## config.mk

```make
export PLATFORM = sky130hd
export DESIGN_NAME = coin_acceptor
export DESIGN_NICKNAME = d
export VERILOG_FILES = /design/src/rtl/coin_pkg.sv /design/src/rtl/coin_channel.sv /design/src/rtl/coin_acceptor.sv
export SDC_FILE = /design/constraint.sdc
export NUM_CORES = 1
export LEC_CHECK = 0
export ABC_AREA = 1
export CELL_PAD_IN_SITES_DETAIL_PLACEMENT = 0
export CELL_PAD_IN_SITES_GLOBAL_PLACEMENT = 1
export CORE_UTILIZATION = 35
export DETAILED_ROUTE_END_ITERATION = 12
export HOLD_SLACK_MARGIN = 0.02
export MAX_ROUTING_LAYER = met4
export PLACE_DENSITY = 0.68
export SLEW_MARGIN = 10
export SYNTH_ARGS = -nofsm -noshare
export SYNTH_HDL_FRONTEND = slang
export SYNTH_SLANG_ARGS = --single-unit
export TNS_END_PERCENT = 10
```

## constraint.sdc

```tcl
create_clock -name clk -period 3 [get_ports clk]
set_input_delay 0.9 -clock clk [delete_from_list [all_inputs] [get_ports clk]]
set_output_delay 0.9 -clock clk [all_outputs]
set_load 0.02 [all_outputs]
```

## src/rtl/coin_pkg.sv

```systemverilog
// rtl/coin_pkg.sv - coin codes shared by coin_acceptor and fsm_vending
package coin_pkg;

  localparam logic [2:0] COIN_NONE = 3'd0;
  localparam logic [2:0] COIN_A    = 3'd1;
  localparam logic [2:0] COIN_B    = 3'd2;

  // Fixed priority: coin A is always served before coin B.
  function automatic logic [2:0] arbitrate(input logic want_a, input logic want_b);
    if (want_a)      return COIN_A;
    else if (want_b) return COIN_B;
    else             return COIN_NONE;
  endfunction

endpackage

```

## src/rtl/coin_channel.sv

```systemverilog
// rtl/coin_channel.sv - one coin sensor: synchroniser, debounce, rise pulse, jam detect
module coin_channel #(
  parameter int DEBOUNCE_CYCLES = 4,
  parameter int MAX_HOLD        = 64,
  parameter int CNT_W           = 7
) (
  input  logic clk,
  input  logic arstn,
  input  logic raw,
  output logic rise,
  output logic jam
);

  localparam logic [3:0]       DB_LAST  = 4'(DEBOUNCE_CYCLES - 1);
  localparam logic [CNT_W-1:0] HOLD_MAX = CNT_W'(MAX_HOLD);
  localparam logic [CNT_W-1:0] HOLD_PRE = CNT_W'(MAX_HOLD - 1);

  logic             sync_1;
  logic             sync_2;
  logic [3:0]       db_cnt;
  logic             level;
  logic             level_d;
  logic [CNT_W-1:0] hold_cnt;
  logic             mismatch;
  logic             flip;
  logic             level_next;

  always_comb begin
    mismatch   = (sync_2 != level);
    flip       = mismatch && (db_cnt == DB_LAST);
    level_next = flip ? sync_2 : level;
  end

  always_ff @(posedge clk or negedge arstn) begin
    if (!arstn) begin
      sync_1 <= 1'b0;
      sync_2 <= 1'b0;
    end else begin
      sync_1 <= raw;
      sync_2 <= sync_1;
    end
  end

  // Level resets high so a sensor occupied through reset never yields a coin.
  always_ff @(posedge clk or negedge arstn) begin
    if (!arstn) begin
      db_cnt  <= 4'd0;
      level   <= 1'b1;
      level_d <= 1'b1;
    end else begin
      level_d <= level;
      if (!mismatch) begin
        db_cnt <= 4'd0;
      end else if (flip) begin
        db_cnt <= 4'd0;
        level  <= sync_2;
      end else begin
        db_cnt <= db_cnt + 4'd1;
      end
    end
  end

  always_ff @(posedge clk or negedge arstn) begin
    if (!arstn) begin
      hold_cnt <= '0;
      jam      <= 1'b0;
    end else if (!level_next) begin
      hold_cnt <= '0;
      jam      <= 1'b0;
    end else if (level && (hold_cnt != HOLD_MAX)) begin
      hold_cnt <= hold_cnt + CNT_W'(1);
      if (hold_cnt == HOLD_PRE) jam <= 1'b1;
    end
  end

  assign rise = level & ~level_d;

endmodule

```

## src/rtl/coin_acceptor.sv

```systemverilog
// rtl/coin_acceptor.sv - debounced dual coin sensor front end feeding fsm_vending
module coin_acceptor
  import coin_pkg::*;
#(
  parameter int DEBOUNCE_CYCLES = 4,
  parameter int MAX_HOLD        = 64,
  parameter int CNT_W           = 7
) (
  input  logic       clk,
  input  logic       arstn,
  input  logic       coin_a_raw,
  input  logic       coin_b_raw,
  input  logic       accept_en,
  output logic [2:0] coin_code,
  output logic [1:0] jam
);

  logic       rise_a;
  logic       rise_b;
  logic       jam_a;
  logic       jam_b;
  logic       pend_a;
  logic       pend_b;
  logic       want_a;
  logic       want_b;
  logic [2:0] code_next;

  coin_channel #(
    .DEBOUNCE_CYCLES(DEBOUNCE_CYCLES),
    .MAX_HOLD       (MAX_HOLD),
    .CNT_W          (CNT_W)
  ) u_chan_a (
    .clk  (clk),
    .arstn(arstn),
    .raw  (coin_a_raw),
    .rise (rise_a),
    .jam  (jam_a)
  );

  coin_channel #(
    .DEBOUNCE_CYCLES(DEBOUNCE_CYCLES),
    .MAX_HOLD       (MAX_HOLD),
    .CNT_W          (CNT_W)
  ) u_chan_b (
    .clk  (clk),
    .arstn(arstn),
    .raw  (coin_b_raw),
    .rise (rise_b),
    .jam  (jam_b)
  );

  // A fresh rise is served on the same edge it would set pending.
  always_comb begin
    want_a    = pend_a | (rise_a & accept_en);
    want_b    = pend_b | (rise_b & accept_en);
    code_next = arbitrate(want_a, want_b);
  end

  always_ff @(posedge clk or negedge arstn) begin
    if (!arstn) begin
      coin_code <= COIN_NONE;
      pend_a    <= 1'b0;
      pend_b    <= 1'b0;
    end else begin
      coin_code <= code_next;
      pend_a    <= want_a && (code_next != COIN_A);
      pend_b    <= want_b && (code_next != COIN_B);
    end
  end

  assign jam = {jam_b, jam_a};

endmodule

```

## Word-level counts from Yosys, hierarchy flattened

Index checks and enable logic that the tools add are counted.

- Logic and storage cells: 69
- Flip-flop bits (word level): 37

- Mux-type cells: 18
- Add/sub/neg operators: 4
- Reduce and logical (&&, ||, !) cells: 8
- Equal/unequal tests: 14
- Bitwise logic cells: 8

Operators with widths:

| operator | number |
|---|---|
| $mux 7 | 4 |
| $mux 4 | 4 |
| $add 7x1->7 const B | 2 |
| $eq 7x6->1 const B | 2 |
| $ne 7x7->1 const B | 2 |
| $add 4x1->4 const B | 2 |
| $eq 4x2->1 const B | 2 |
| $mux 1 | 8 |
| $ne 2x2->1 const B | 4 |
| $logic_and 1x1->1 | 6 |
| $and 1x1->1 | 4 |
| $reduce_and 2->1 | 2 |
| $mux 3 | 1 |
| $ne 3x1->1 const B | 1 |
| $ne 3x2->1 const B | 1 |
| $mux 2 | 1 |
| $ne 1x1->1 | 2 |
| $not 1->1 | 2 |
| $or 1x1->1 | 2 |

## Longest topological paths before layout

Gate-level depths: netlist (run 1).

- Depth in word-level cells: 8
- Mapped depth: 10

## Cells and area by module

A second synthesis (run 1) with hierarchy kept.

- Cell total of the unflattened synthesis: 214
- Area total of the unflattened synthesis: 1,888.1 um^2

Modules (own cells, without submodules):

| module | cells an instance | area an instance (um^2) | times used |
|---|---|---|---|
| coin_channel at u_chan_b | 98 | 885.8 | 1 |
| coin_channel at u_chan_a | 98 | 832.0 | 1 |
| coin_acceptor | 18 | 170.2 | 1 |

## Worst setup path before layout (run 1)

OpenSTA, ideal clock, no wires.

- Path kind: register to output
- Start: reg u_chan_a.jam
- End: out jam[0]
- Slack: 1,599 ps
- Cell stages (with the launch flop): 2
- Path buffers: 1
- Arrival: 501 ps
- Cell sequence: dfrtp_1 > buf_4

RTL lines:

| item | line | RTL |
|---|---|---|
| start: declaration | coin_channel.sv:11 | `output logic jam` |
| start signal: assignment | coin_channel.sv:66 | `jam <= 1'b0;` |
| start signal: assignment | coin_channel.sv:69 | `jam <= 1'b0;` |
| start signal: assignment | coin_channel.sv:72 | `if (hold_cnt == HOLD_PRE) jam <= 1'b1;` |
| end: declaration | coin_acceptor.sv:15 | `output logic [1:0] jam` |

No word-level cell between the ends.

## Final worst setup path (run 1)

- Start: reg u_chan_a.jam
- End: out jam[0]

No word-level cell between the ends.

==> reports/summary.json, run 1 <==
{
  "slew_limit_fails": 0,
  "timing.reg2reg.worst_path_depth": 10,
  "crit_type": "reg2out",
  "fin_crit_share_pct": 71.06,
  "final_cells": 288,
  "detail_route.vias_per_cell": 4.378,
  "static-leakage-power_nw": 1.048,
  "seq_area_sq_um": 905.9,
  "multi_input_comb_area_sq_um": 772.0,
  "drt_first_pass_iters": 4,
  "post-dp-hpwl_mm": 2.131,
  "cts-resized-gates": 0,
  "worstHoldPathCells": 0,
  "synth_area_leaders": "dfrtp_1 44%, nand2_1 11%, dfstp_2 5.8%, nand3_1 5.8%, inv_1 5.2%",
  "fraction_of_power_spent_switching_nets_pct": 35.83,
  "standard_cell_core_area_sq_um": 4848,
  "critical_path.n_buffers_inverters": 1,
  "comb_power_share_pct": 29.3,
  "drt_iter0_markers": 67,
  "worst_path_dominant_cell_family": "buffers and inverters",
  "initial_core_utilization_pct": 37.26,
  "worstPathArrival_ps": 1230,
  "global_route_wire_length_before_repair_mm": 5.506,
  "timing.hold.ws_ps": 353.2,
  "pin_count": 10,
  "endpoint_kind": "primary output",
  "first_global_vias": 1231,
  "core.rowCount": 25,
  "synth.ff_latch_count": 36,
  "place.port_buffers": 8,
  "wl_mm": 3.035,
  "max_cap_violations": 0,
  "grt_antenna_before_repair": 0,
  "class_of_the_worst_hold_path": "reg2reg",
  "clk_pin_slew_ps": 80,
  "synth-warning-count": 0,
  "cts-hold-fix-buffers": 0,
  "critPathLaunchType": "flip-flop",
  "placed_cells": 280,
  "status": "complete, no violations",
  "total_number_of_vias": 1261,
  "post_cts_buffers": 0,
  "insertedDiodeCount": 0,
  "antenna_violating_nets_post_route": 0,
  "critPathMaxFanout": 2,
  "die_area_sq_um": 5453,
  "vdd.ir_drop.worst_v": 0.0002430,
  "fin_tns_setup_ps": 0,
  "clock-sinks": 36,
  "power_mw": 1.490,
  "logic_depth_of_the_worst_setup_path_including_buffers": 1,
  "routedWlPerCell_um": 10.54,
  "fin_skew_ps": 9.242,
  "maxClockFrequency_mhz": 469.1,
  "overflow": 0,
  "synthToLayoutAreaGrowth_pct": 13.02,
  "finish.net_count": 231,
  "path_cells": "clkdlybuf4s50_1",
  "yosysUniqueCellTypes": 23,
  "max-slew-margin-rel_pct": 48.12,
  "netSwitchingPower_uw": 533.8,
  "synth_top_area_share_pct": 44.32,
  "drive_above_1_share_pct": 14.03,
  "setup-violations-final": 0,
  "cts_inserted_buffers": 5,
  "synthesis.area_sq_um": 1807,
  "cts-htree-levels": 2,
  "synth_area_leader_cell": "dfrtp_1",
  "track_usage_pct": 14.04,
  "sequentialPowerShare_pct": 45.1,
  "grt_start_max_net_pins": 37,
  "worst-slew-pin-transition_ps": 778.2,
  "worstSkewPairLatency_ps": 290,
  "critical-path-max-stage-delay_ps": 600,
  "cts.root.buffer_cell": "clkbuf_8",
  "final_util_pct": 42.12,
  "syn-mean-instance-area_sq_um": 8.686,
  "postSynthCellCount": 208,
  "pwr-share-clk_pct": 25.6,
  "internal_power_uw": 956.2,
  "die_w_um": 73.85,
  "critical_path_data_required_time_ps": 2100,
  "number_of_remaining_drc_errors": 0,
  "power.density_nw_per_um2": 729.7,
  "clock_tree_from_tritoncts": "built",
  "hold_violations": 0,
  "fillCellCount": 483,
  "number_of_buffers_on_the_longest_clock_path": 2,
  "synth_seq_area_share_pct": 50.14,
  "final_period_minus_worst_setup_slack_ps": 2132,
  "gp_routability_congestion": 0.7464,
  "cpMaxStageDelayCell": "clkdlybuf4s50_1",
  "height_of_the_die_um": 73.85,
  "rsz_0062_raised_after_global_routing": "false"
}
## cells in the final DEF (no fill, tap or decap), drive strengths merged
cell type / netlist / layout
nand2: 62 / 62
dfrtp: 32 / 32
inv: 28 / 28
nand3: 24 / 24
nor2: 23 / 23
clkbuf: 0 / 8
clkdlybuf4s50: 0 / 7
xor2: 6 / 6
nand4: 6 / 6
ha: 6 / 6
o21ai: 4 / 4
dfstp: 4 / 4
and2: 2 / 2
xnor2: 2 / 2
nand3b: 2 / 2
conb: 1 / 2
o21bai: 1 / 1
o31ai: 1 / 1
buf: 4 / 1
## cell type report
| cell class | instances | share of cell area (%) |
|---|---|---|
| clock buffers | 8 | 4.902 |
| inverters | 28 | 5.147 |
| repair buffers | 8 | 3.676 |
| multi-input cells | 141 | 37.81 |
| flip-flops and latches | 36 | 44.36 |
| well taps | 67 | 4.105 |
## routing by layer
layer  global-route usage (%)  share of wire [%]  vias to the layer above  wire [um]
li1                         -                  -                      665          -
met1                    16.68                 48                      579       1470
met2                    22.22                 47                       12       1414
met3                    4.115                3.5                        5        106
met4                    5.769                1.4                        0         42
met5                        -                  0                        -          0
## synth_stat cells
| library cell | number |
|---|---|
| and2_1 | 2 |
| buf_2 | 1 |
| buf_4 | 3 |
| conb_1 | 1 |
| dfrtp_1 | 32 |
| dfstp_2 | 4 |
| ha_1 | 6 |
| inv_1 | 25 |
| inv_2 | 3 |
| nand2_1 | 52 |
| nand2_2 | 6 |
| nand2_4 | 4 |
| nand3_1 | 21 |
| nand3_2 | 3 |
| nand3b_1 | 2 |
| nand4_1 | 6 |
| nor2_1 | 21 |
| nor2_4 | 2 |
| o21ai_1 | 4 |
| o21bai_1 | 1 |
| o31ai_2 | 1 |
| xnor2_1 | 2 |
| xor2_1 | 6 |
## through the flow
stage,setup WS (ps),area [sq um]
3_3_place_gp,1165,1942
4_1_cts,850.7,2042
2_1_floorplan,1599,1810
3_5_place_dp,1134,1942
6_report,868.2,2042
5_1_grt,824.2,2042
## power by group through the flow
stage | sequential (mW) | combinational, mW | clock [mW]
5_1_grt | 0.685 | 0.510 | 0.420
3_3_place_gp | 0.683 | 0.449 | 0
6_report | 0.672 | 0.437 | 0.382
4_1_cts | 0.673 | 0.449 | 0.401
3_5_place_dp | 0.682 | 0.446 | 0
2_1_floorplan | 0.659 | 0.352 | 0
## path summary, 6_finish.rpt
kind                                                   from                          endpoint  slack, ps
max                                u_chan_a.jam$_DFFE_PN0P_                            jam[0]        870
min                               u_chan_b.sync_1$_DFF_PN0_         u_chan_b.sync_2$_DFF_PN0_        350
max reg2reg                u_chan_a.hold_cnt[0]$_DFFE_PN0P_  u_chan_a.hold_cnt[2]$_DFFE_PN0P_       1620
min reg2reg                       u_chan_b.sync_1$_DFF_PN0_         u_chan_b.sync_2$_DFF_PN0_        350
max in group asynchronous                             arstn  u_chan_b.hold_cnt[4]$_DFFE_PN0P_       1810
min in group asynchronous                             arstn         u_chan_a.sync_1$_DFF_PN0_        690
## state kept, by name, indices dropped and copies added, names as in the netlist, 2 cells and up
register           flops
u_chan_a.hold_cnt      7
u_chan_b.hold_cnt      7
u_chan_a.db_cnt        4
u_chan_b.db_cnt        4
coin_code              2
## cell families after synthesis
kind of cell,count (synthesis),share of synthesized area [%]
buffers and inverters,32,7.340
flip-flops,36,50.14
adder cells (fa/ha/maj),6,4.155
AO/OA/AOI/OAI,6,2.216
XOR/XNOR,8,3.878
AND/OR/NAND/NOR,119,32.06
other,1,0.2076
Power figures use the tool's default switching activity.
==> run 2: changes to the inputs <==
--- a/config.mk
+++ b/config.mk
@@ -12,7 +12,7 @@
 export DETAILED_ROUTE_END_ITERATION = 12
 export HOLD_SLACK_MARGIN = 0.02
 export MAX_ROUTING_LAYER = met4
-export PLACE_DENSITY = 0.68
+export PLACE_DENSITY = 0.71
 export SLEW_MARGIN = 10
 export SYNTH_ARGS = -nofsm -noshare
 export SYNTH_HDL_FRONTEND = slang
==> constraint.sdc (replaced) <==
create_clock -name clk -period 1.9 [get_ports clk]
set_input_delay 0.57 -clock clk [delete_from_list [all_inputs] [get_ports clk]]
set_output_delay 0.57 -clock clk [all_outputs]
set_load 0.02 [all_outputs]
==> run 2 against run 1 <==
- final area increased by 1.1%
- combinational power up 59%
- global-route usage shrank 0.13 points
- clock skew decreased by 6.5 ps
- largest cell class unchanged
- critical path type unchanged
- highest routed layer unchanged
- flip-flop and latch count did not move
- first-iteration DRC count down 25%
- count of clock-buffer cells in the layout is 3 lower
- sequential power is 58% higher
==> reports/summary.json, run 2 (synthesized netlist as in run 1, its figures left out) <==
{
  "status": {"value": "complete, no violations", "change": "unchanged"},
  "static-leakage-power": {"value": 1.056, "unit": "nW", "change": "was 1.048 nW"},
  "critical-path-max-stage-delay": {"value": 600, "unit": "ps", "change": "about the same"},
  "post-dp-hpwl": {"value": 2.141, "unit": "mm", "change": "was 2.131 mm"},
  "first_global_vias": {"value": 1265, "change": "was 1231"},
  "critPathMaxFanout": {"value": 2, "change": "unchanged"},
  "timing.reg2reg.worst_path_depth": {"value": 10, "change": "unchanged"},
  "overflow": {"value": 0, "change": "unchanged"},
  "cts-htree-levels": {"value": 2, "change": "unchanged"},
  "timing.hold.ws": {"value": 310.3, "unit": "ps", "change": "was 353.2 ps"},
  "detailed_place.area": {"value": 1949, "unit": "sq um", "change": "was 1942 sq um"},
  "number_of_buffers_on_the_longest_clock_path": {"value": 2, "change": "unchanged"},
  "dp_slack": {"value": 381.8, "unit": "ps", "change": "was 1134 ps"},
  "final_period_minus_worst_setup_slack_ps": 1806,
  "vdd.ir_drop.worst": {"value": 0.0005356, "unit": "V", "change": "was 0.0002430 V"},
  "critPathLaunchType": {"value": "flip-flop", "change": "unchanged"},
  "top_regs": {"value": "u_chan_a.hold_cnt x7, u_chan_b.hold_cnt x7", "change": "unchanged"},
  "finish.net_count": {"value": 232, "change": "was 231"},
  "clk_pin_slew": {"value": 80, "unit": "ps", "change": "about the same"},
  "setup-violations-final": {"value": 0, "change": "unchanged"},
  "max_cap_violations": {"value": 0, "change": "unchanged"},
  "height_of_the_die": {"value": 73.85, "unit": "um", "change": "unchanged"},
  "number_of_remaining_drc_errors": {"value": 0, "change": "unchanged"},
  "place.port_buffers": {"value": 8, "change": "unchanged"},
  "detail_route.vias_per_cell": {"value": 4.353, "change": "was 4.378"},
  "critical_path.n_buffers_inverters": {"value": 1, "change": "unchanged"},
  "worstSkewPairLatency": {"value": 280, "unit": "ps", "change": "was 290 ps"},
  "placed_cells": {"value": 281, "change": "was 280"},
  "standard_cell_core_area": {"value": 4848, "unit": "sq um", "change": "unchanged"},
  "post_cts_buffers": {"value": 0, "change": "unchanged"},
  "gp_routability_congestion": {"value": 0.7467, "change": "was 0.7464"},
  "rsz_0062_raised_after_global_routing": {"value": "false", "change": "unchanged"},
  "maxClockFrequency_mhz": 553.7,
  "fin_tns_setup": {"value": 0, "unit": "ps", "change": "unchanged"},
  "core.rowCount": {"value": 25, "change": "unchanged"},
  "fin_crit_share_pct": 95.05,
  "die_area": {"value": 5453, "unit": "sq um", "change": "unchanged"},
  "endpoint_kind": {"value": "primary output", "change": "unchanged"},
  "drt_first_pass_iters": {"value": 4, "change": "unchanged"},
  "mostFrequentLayoutCells": {"value": "52 x nand2_1, 32 x dfrtp_1, 25 x inv_1", "change": "unchanged"},
  "worstPathArrival": {"value": 1240, "unit": "ps", "change": "was 1230 ps"},
  "cts-hold-fix-buffers": {"value": 0, "change": "unchanged"},
  "die_w": {"value": 73.85, "unit": "um", "change": "unchanged"},
  "synthToLayoutAreaGrowth": {"value": 14.27, "unit": "%", "change": "was 13.02%"},
  "global_route_wire_length_before_repair": {"value": 5.589, "unit": "mm", "change": "was 5.506 mm"},
  "antenna_violating_nets_post_route": {"value": 0, "change": "unchanged"},
  "crit_type": {"value": "reg2out", "change": "unchanged"},
  "insertedDiodeCount": {"value": 0, "change": "unchanged"},
  "clock_tree_from_tritoncts": {"value": "built", "change": "unchanged"},
  "worst_path_dominant_cell_family": {"value": "buffers and inverters", "change": "unchanged"},
  "initial_core_utilization": {"value": 37.26, "unit": "%", "change": "unchanged"},
  "setup_ws": {"value": 94.10, "unit": "ps", "change": "was 868.2 ps"},
  "cts-resized-gates": {"value": 0, "change": "unchanged"},
  "logic_depth_of_the_worst_setup_path_including_buffers": {"value": 1, "change": "unchanged"},
  "class_of_the_worst_hold_path": {"value": "in2async", "change": "was reg2reg"},
  "final_util": {"value": 42.58, "unit": "%", "change": "was 42.12%"},
  "grt_antenna_before_repair": {"value": 0, "change": "unchanged"},
  "wl": {"value": 3.021, "unit": "mm", "change": "was 3.035 mm"},
  "critical_path_data_required_time": {"value": 1330, "unit": "ps", "change": "was 2100 ps"},
  "grt_start_max_net_pins": {"value": 37, "change": "unchanged"},
  "fin_skew": {"value": 2.709, "unit": "ps", "change": "was 9.242 ps"},
  "layout_commonest_cell": {"value": "nand2_1", "change": "unchanged"},
  "drt_iter0_markers": {"value": 50, "change": "was 67"},
  "pin_count": {"value": 10, "change": "unchanged"},
  "power.density": {"value": 1185, "unit": "nW/um^2", "change": "was 729.7 nW/um^2"},
  "final_cells": {"value": 289, "change": "was 288"},
  "power": {"value": 2.447, "unit": "mW", "change": "was 1.490 mW"},
  "total_number_of_vias": {"value": 1258, "change": "was 1261"},
  "routedWlPerCell": {"value": 10.45, "unit": "um", "change": "was 10.54 um"},
  "path_cells": {"value": "clkdlybuf4s50_1", "change": "unchanged"},
  "hold_violations": {"value": 0, "change": "unchanged"},
  "cts_inserted_buffers": {"value": 5, "change": "unchanged"},
  "drive_above_1_share": {"value": 14.86, "unit": "%", "change": "was 14.03%"},
  "cpMaxStageDelayCell": {"value": "clkdlybuf4s50_1", "change": "unchanged"},
  "cts.root.buffer_cell": {"value": "clkbuf_8", "change": "unchanged"},
  "track_usage": {"value": 13.91, "unit": "%", "change": "was 14.04%"},
  "post-route-cell-area": {"value": 2064, "unit": "sq um", "change": "was 2042 sq um"},
  "slew_limit_fails": {"value": 0, "change": "unchanged"},
  "clock-sinks": {"value": 36, "change": "unchanged"}
}
run 2: cell type report:
class | instances | area, sq um
multi-input combinational | 141 | 772.0
inverter | 28 | 105.1
sequential | 36 | 905.9
timing repair buffer | 9 | 82.58
clock buffer | 5 | 68.82
fill | 501 | 2784
clock inverter | 3 | 46.29
tap | 67 | 83.83
run 2: routing by layer:
metal,global-route usage [%],share of wire (%)
met1,17.79,51
met5,-,0
met4,4.915,1.5
met3,3.429,2.6
met2,21.41,45
run 2: power by group:
part	total [mW]	internal (mW)	switching, mW
Combinational	0.693	0.251	0.442
Clock	0.692	0.395	0.296
Sequential	1.06	0.929	0.133
run 2: final timing paths:
kind	startpoint	end	slack, ps
setup / recovery	u_chan_a.jam$_DFFE_PN0P_	jam[0]	90
hold / removal	arstn	u_chan_a.jam$_DFFE_PN0P_	310
setup reg to reg	u_chan_a.hold_cnt[0]$_DFFE_PN0P_	u_chan_a.hold_cnt[3]$_DFFE_PN0P_	530
hold reg to reg	u_chan_a.sync_1$_DFF_PN0_	u_chan_a.sync_2$_DFF_PN0_	350
max in group asynchronous	arstn	u_chan_b.level$_DFFE_PN1P_	1250
min in group clk	u_chan_a.sync_1$_DFF_PN0_	u_chan_a.sync_2$_DFF_PN0_	350
==> run 3: changes to the inputs <==
--- a/config.mk
+++ b/config.mk
@@ -13,6 +13,7 @@
 export HOLD_SLACK_MARGIN = 0.02
 export MAX_ROUTING_LAYER = met4
 export PLACE_DENSITY = 0.71
+export REMOVE_ABC_BUFFERS = 1
 export SLEW_MARGIN = 10
 export SYNTH_ARGS = -nofsm -noshare
 export SYNTH_HDL_FRONTEND = slang
==> run 3 against run 2 <==
- fmax increased by 0.47%
- sequential power about the same
- non-clock buffer count increased by 1
- sequential share of layout area decreased by 0.40 points
- count of clock-buffer cells in the layout increased by 2
- cell count increased by 0.35%
- worst hold slack got worse by 64 ps
- power increased by 1.2%
- critical path type unchanged
- largest cell class unchanged
==> reports/summary.json, run 3 (synthesized netlist as in run 1, its figures left out) <==
{
  "status": {"value": "complete, no violations", "change": "unchanged"},
  "synthToLayoutAreaGrowth": {"value": 15.30, "unit": "%", "change": "was 14.27%"},
  "cp-startpoint": {"value": "u_chan_b.jam$_DFFE_PN0P_", "change": "was u_chan_a.jam$_DFFE_PN0P_"},
  "initial_core_utilization": {"value": 37.26, "unit": "%", "change": "unchanged"},
  "rrSetupSlack": {"value": 560, "unit": "ps", "change": "was 530 ps"},
  "drt_first_pass_iters": {"value": 6, "change": "was 4"},
  "class_of_the_worst_hold_path": {"value": "in2async", "change": "unchanged"},
  "detail_route.vias_per_cell": {"value": 4.293, "change": "was 4.353"},
  "power.density": {"value": 1188, "unit": "nW/um^2", "change": "was 1185 nW/um^2"},
  "sequentialPowerShare": {"value": 42.9, "unit": "%", "change": "was 43.4%"},
  "critical_path_data_required_time": {"value": 1330, "unit": "ps", "change": "about the same"},
  "cts-resized-gates": {"value": 0, "change": "unchanged"},
  "drive_above_1_share": {"value": 15.25, "unit": "%", "change": "was 14.86%"},
  "track_usage": {"value": 13.11, "unit": "%", "change": "was 13.91%"},
  "wl": {"value": 2.898, "unit": "mm", "change": "was 3.021 mm"},
  "core.rowCount": {"value": 25, "change": "unchanged"},
  "fin_skew": {"value": 6.032, "unit": "ps", "change": "was 2.709 ps"},
  "slew_limit_fails": {"value": 0, "change": "unchanged"},
  "path_cells": {"value": "clkdlybuf4s50_1", "change": "unchanged"},
  "height_of_the_die": {"value": 73.85, "unit": "um", "change": "unchanged"},
  "overflow": {"value": 0, "change": "unchanged"},
  "static-leakage-power": {"value": 1.070, "unit": "nW", "change": "was 1.056 nW"},
  "finish.net_count": {"value": 233, "change": "was 232"},
  "place.port_buffers": {"value": 8, "change": "unchanged"},
  "post-dp-hpwl": {"value": 2.100, "unit": "mm", "change": "was 2.141 mm"},
  "crit_type": {"value": "reg2out", "change": "unchanged"},
  "antenna_violating_nets_post_route": {"value": 0, "change": "unchanged"},
  "clk_pin_slew": {"value": 70, "unit": "ps", "change": "was 80 ps"},
  "timing.hold.ws": {"value": 246.5, "unit": "ps", "change": "was 310.3 ps"},
  "regToRegEndpoint": {"value": "u_chan_b.jam$_DFFE_PN0P_", "change": "was u_chan_a.hold_cnt[3]$_DFFE_PN0P_"},
  "worst-slew-pin-transition_ps": 508.1,
  "grt_start_max_net_pins": {"value": 23, "change": "was 37"},
  "cts-hold-fix-buffers": {"value": 0, "change": "unchanged"},
  "mostFrequentLayoutCells": {"value": "52 x nand2_1, 32 x dfrtp_1, 25 x inv_1", "change": "unchanged"},
  "total_number_of_vias": {"value": 1245, "change": "was 1258"},
  "layout_commonest_cell": {"value": "nand2_1", "change": "unchanged"},
  "cts.root.buffer_cell": {"value": "clkbuf_8", "change": "unchanged"},
  "clock_tree_from_tritoncts": {"value": "built", "change": "unchanged"},
  "die_w": {"value": 73.85, "unit": "um", "change": "unchanged"},
  "clock-sinks": {"value": 36, "change": "unchanged"},
  "critical_path.n_buffers_inverters": {"value": 1, "change": "unchanged"},
  "logic_depth_of_the_worst_setup_path_including_buffers": {"value": 1, "change": "unchanged"},
  "standard_cell_core_area": {"value": 4848, "unit": "sq um", "change": "unchanged"},
  "drt_iter0_markers": {"value": 57, "change": "was 50"},
  "timing.reg2reg.worst_path_depth": {"value": 9, "change": "was 10"},
  "internal_power": {"value": 1.644, "unit": "mW", "change": "was 1.575 mW"},
  "max_cap_violations": {"value": 0, "change": "unchanged"},
  "setup.worst_path.end": {"value": "jam[1]", "change": "was jam[0]"},
  "final_period_minus_worst_setup_slack": {"value": 1797, "unit": "ps", "change": "was 1806 ps"},
  "worstPathArrival": {"value": 1230, "unit": "ps", "change": "was 1240 ps"},
  "first_global_vias": {"value": 1166, "change": "was 1265"},
  "rsz_0062_raised_after_global_routing": {"value": "false", "change": "unchanged"},
  "max-slew-margin-rel_pct": 66.12,
  "number_of_buffers_on_the_longest_clock_path": {"value": 2, "change": "unchanged"},
  "grt_antenna_before_repair": {"value": 0, "change": "unchanged"},
  "fin_crit_share": {"value": 94.60, "unit": "%", "change": "was 95.05%"},
  "vdd.ir_drop.worst": {"value": 0.0005981, "unit": "V", "change": "was 0.0005356 V"},
  "netSwitchingPower": {"value": 831.6, "unit": "uW", "change": "was 872.0 uW"},
  "insertedDiodeCount": {"value": 0, "change": "unchanged"},
  "critPathLaunchType": {"value": "flip-flop", "change": "unchanged"},
  "fillCellCount": {"value": 492, "change": "was 501"},
  "crit-reg2reg-launch": {"value": "u_chan_b.hold_cnt[0]$_DFFE_PN0P_", "change": "was u_chan_a.hold_cnt[0]$_DFFE_PN0P_"},
  "cts-htree-levels": {"value": 2, "change": "unchanged"},
  "hold_violations": {"value": 0, "change": "unchanged"},
  "cts_inserted_buffers": {"value": 5, "change": "unchanged"},
  "endpoint_kind": {"value": "primary output", "change": "unchanged"},
  "comb_power_share": {"value": 27.7, "unit": "%", "change": "was 28.3%"},
  "maxClockFrequency": {"value": 556.3, "unit": "MHz", "change": "was 553.7 MHz"},
  "top_regs": {"value": "u_chan_a.hold_cnt x7, u_chan_b.hold_cnt x7", "change": "unchanged"},
  "critical-path-max-stage-delay": {"value": 600, "unit": "ps", "change": "about the same"},
  "fraction_of_power_spent_switching_nets": {"value": 33.59, "unit": "%", "change": "was 35.63%"},
  "pwr-share-clk": {"value": 29.4, "unit": "%", "change": "was 28.3%"},
  "worstSkewPairLatency": {"value": 280, "unit": "ps", "change": "about the same"},
  "fin_tns_setup": {"value": 0, "unit": "ps", "change": "unchanged"},
  "die_area": {"value": 5453, "unit": "sq um", "change": "unchanged"},
  "final_util": {"value": 42.97, "unit": "%", "change": "was 42.58%"},
  "global_route_wire_length_before_repair": {"value": 5.202, "unit": "mm", "change": "was 5.589 mm"},
  "worst_path_dominant_cell_family": {"value": "buffers and inverters", "change": "unchanged"},
  "number_of_remaining_drc_errors": {"value": 0, "change": "unchanged"},
  "routedWlPerCell": {"value": 9.993, "unit": "um", "change": "was 10.45 um"},
  "setup-violations-final": {"value": 0, "change": "unchanged"},
  "gp_routability_congestion": {"value": 0.7763, "change": "was 0.7467"},
  "pin_count": {"value": 10, "change": "unchanged"},
  "cpMaxStageDelayCell": {"value": "clkdlybuf4s50_1", "change": "unchanged"},
  "critPathMaxFanout": {"value": 2, "change": "unchanged"},
  "post_cts_buffers": {"value": 0, "change": "unchanged"}
}
[run 3: cell types whose count changed in the layout (fill, tap and decap cells not counted)]
cell        previous run  this run
clkbuf_8               5         7
clkinvlp_4             1         0
buf_4                  1         2
inv_6                  1         0
[run 3: cell type report]
cell class              count  area [sq um]  area share [%]
repair buffers             10         90.09           4.324
multi-input cells         141         772.0           37.06
flip-flops and latches     36         905.9           43.48
clock inverters             1         30.03           1.441
clock buffers               7         96.34           4.625
inverters                  28         105.1           5.045
well taps                  67         83.83           4.024
[run 3: power by group through the flow]
| stage | sequential, mW | clock (mW) | combinational [mW] |
|---|---|---|---|
| CTS | 1.06 | 0.751 | 0.703 |
| global route | 1.08 | 0.787 | 0.779 |
| finish | 1.06 | 0.729 | 0.685 |
| global placement | 1.08 | 0 | 0.703 |
| floorplan | 1.07 | 0 | 0.508 |
| detailed placement | 1.08 | 0 | 0.699 |
[run 3: layer usage]
layer	up-vias	global-route usage (%)	share of wire (%)
li1	669	-	-
met4	0	5.769	1.7
met5	-	-	0
met3	6	3.704	3.2
met2	14	19.47	46
met1	556	16.58	49
[run 3: worst min path at each step]
stage	from	cells past startpoint	slack (ps)	to
after floorplan	arstn	0	270	coin_code[0]$_DFF_PN0_
after global placement	u_chan_b.sync_1$_DFF_PN0_	0	330	u_chan_b.sync_2$_DFF_PN0_
after detailed placement	u_chan_b.sync_1$_DFF_PN0_	0	340	u_chan_b.sync_2$_DFF_PN0_
after CTS	arstn	1	270	u_chan_a.db_cnt[0]$_DFF_PN0_
after global routing	arstn	1	280	u_chan_a.db_cnt[0]$_DFF_PN0_
final	arstn	1	250	u_chan_a.db_cnt[0]$_DFF_PN0_
[run 3: stage by stage]
stage / instance area (sq um) / worst slack (ps) / total power, mW / cells
5_1_grt: 2083 / 53.06 / 2.648 / 290
3_3_place_gp: 1957 / 404.5 / 1.781 / 282
6_report: 2083 / 102.6 / 2.476 / 290
2_1_floorplan: 1783 / 685.0 / 1.576 / 205
4_1_cts: 2083 / 86.58 / 2.517 / 290
3_5_place_dp: 1957 / 383.2 / 1.776 / 282
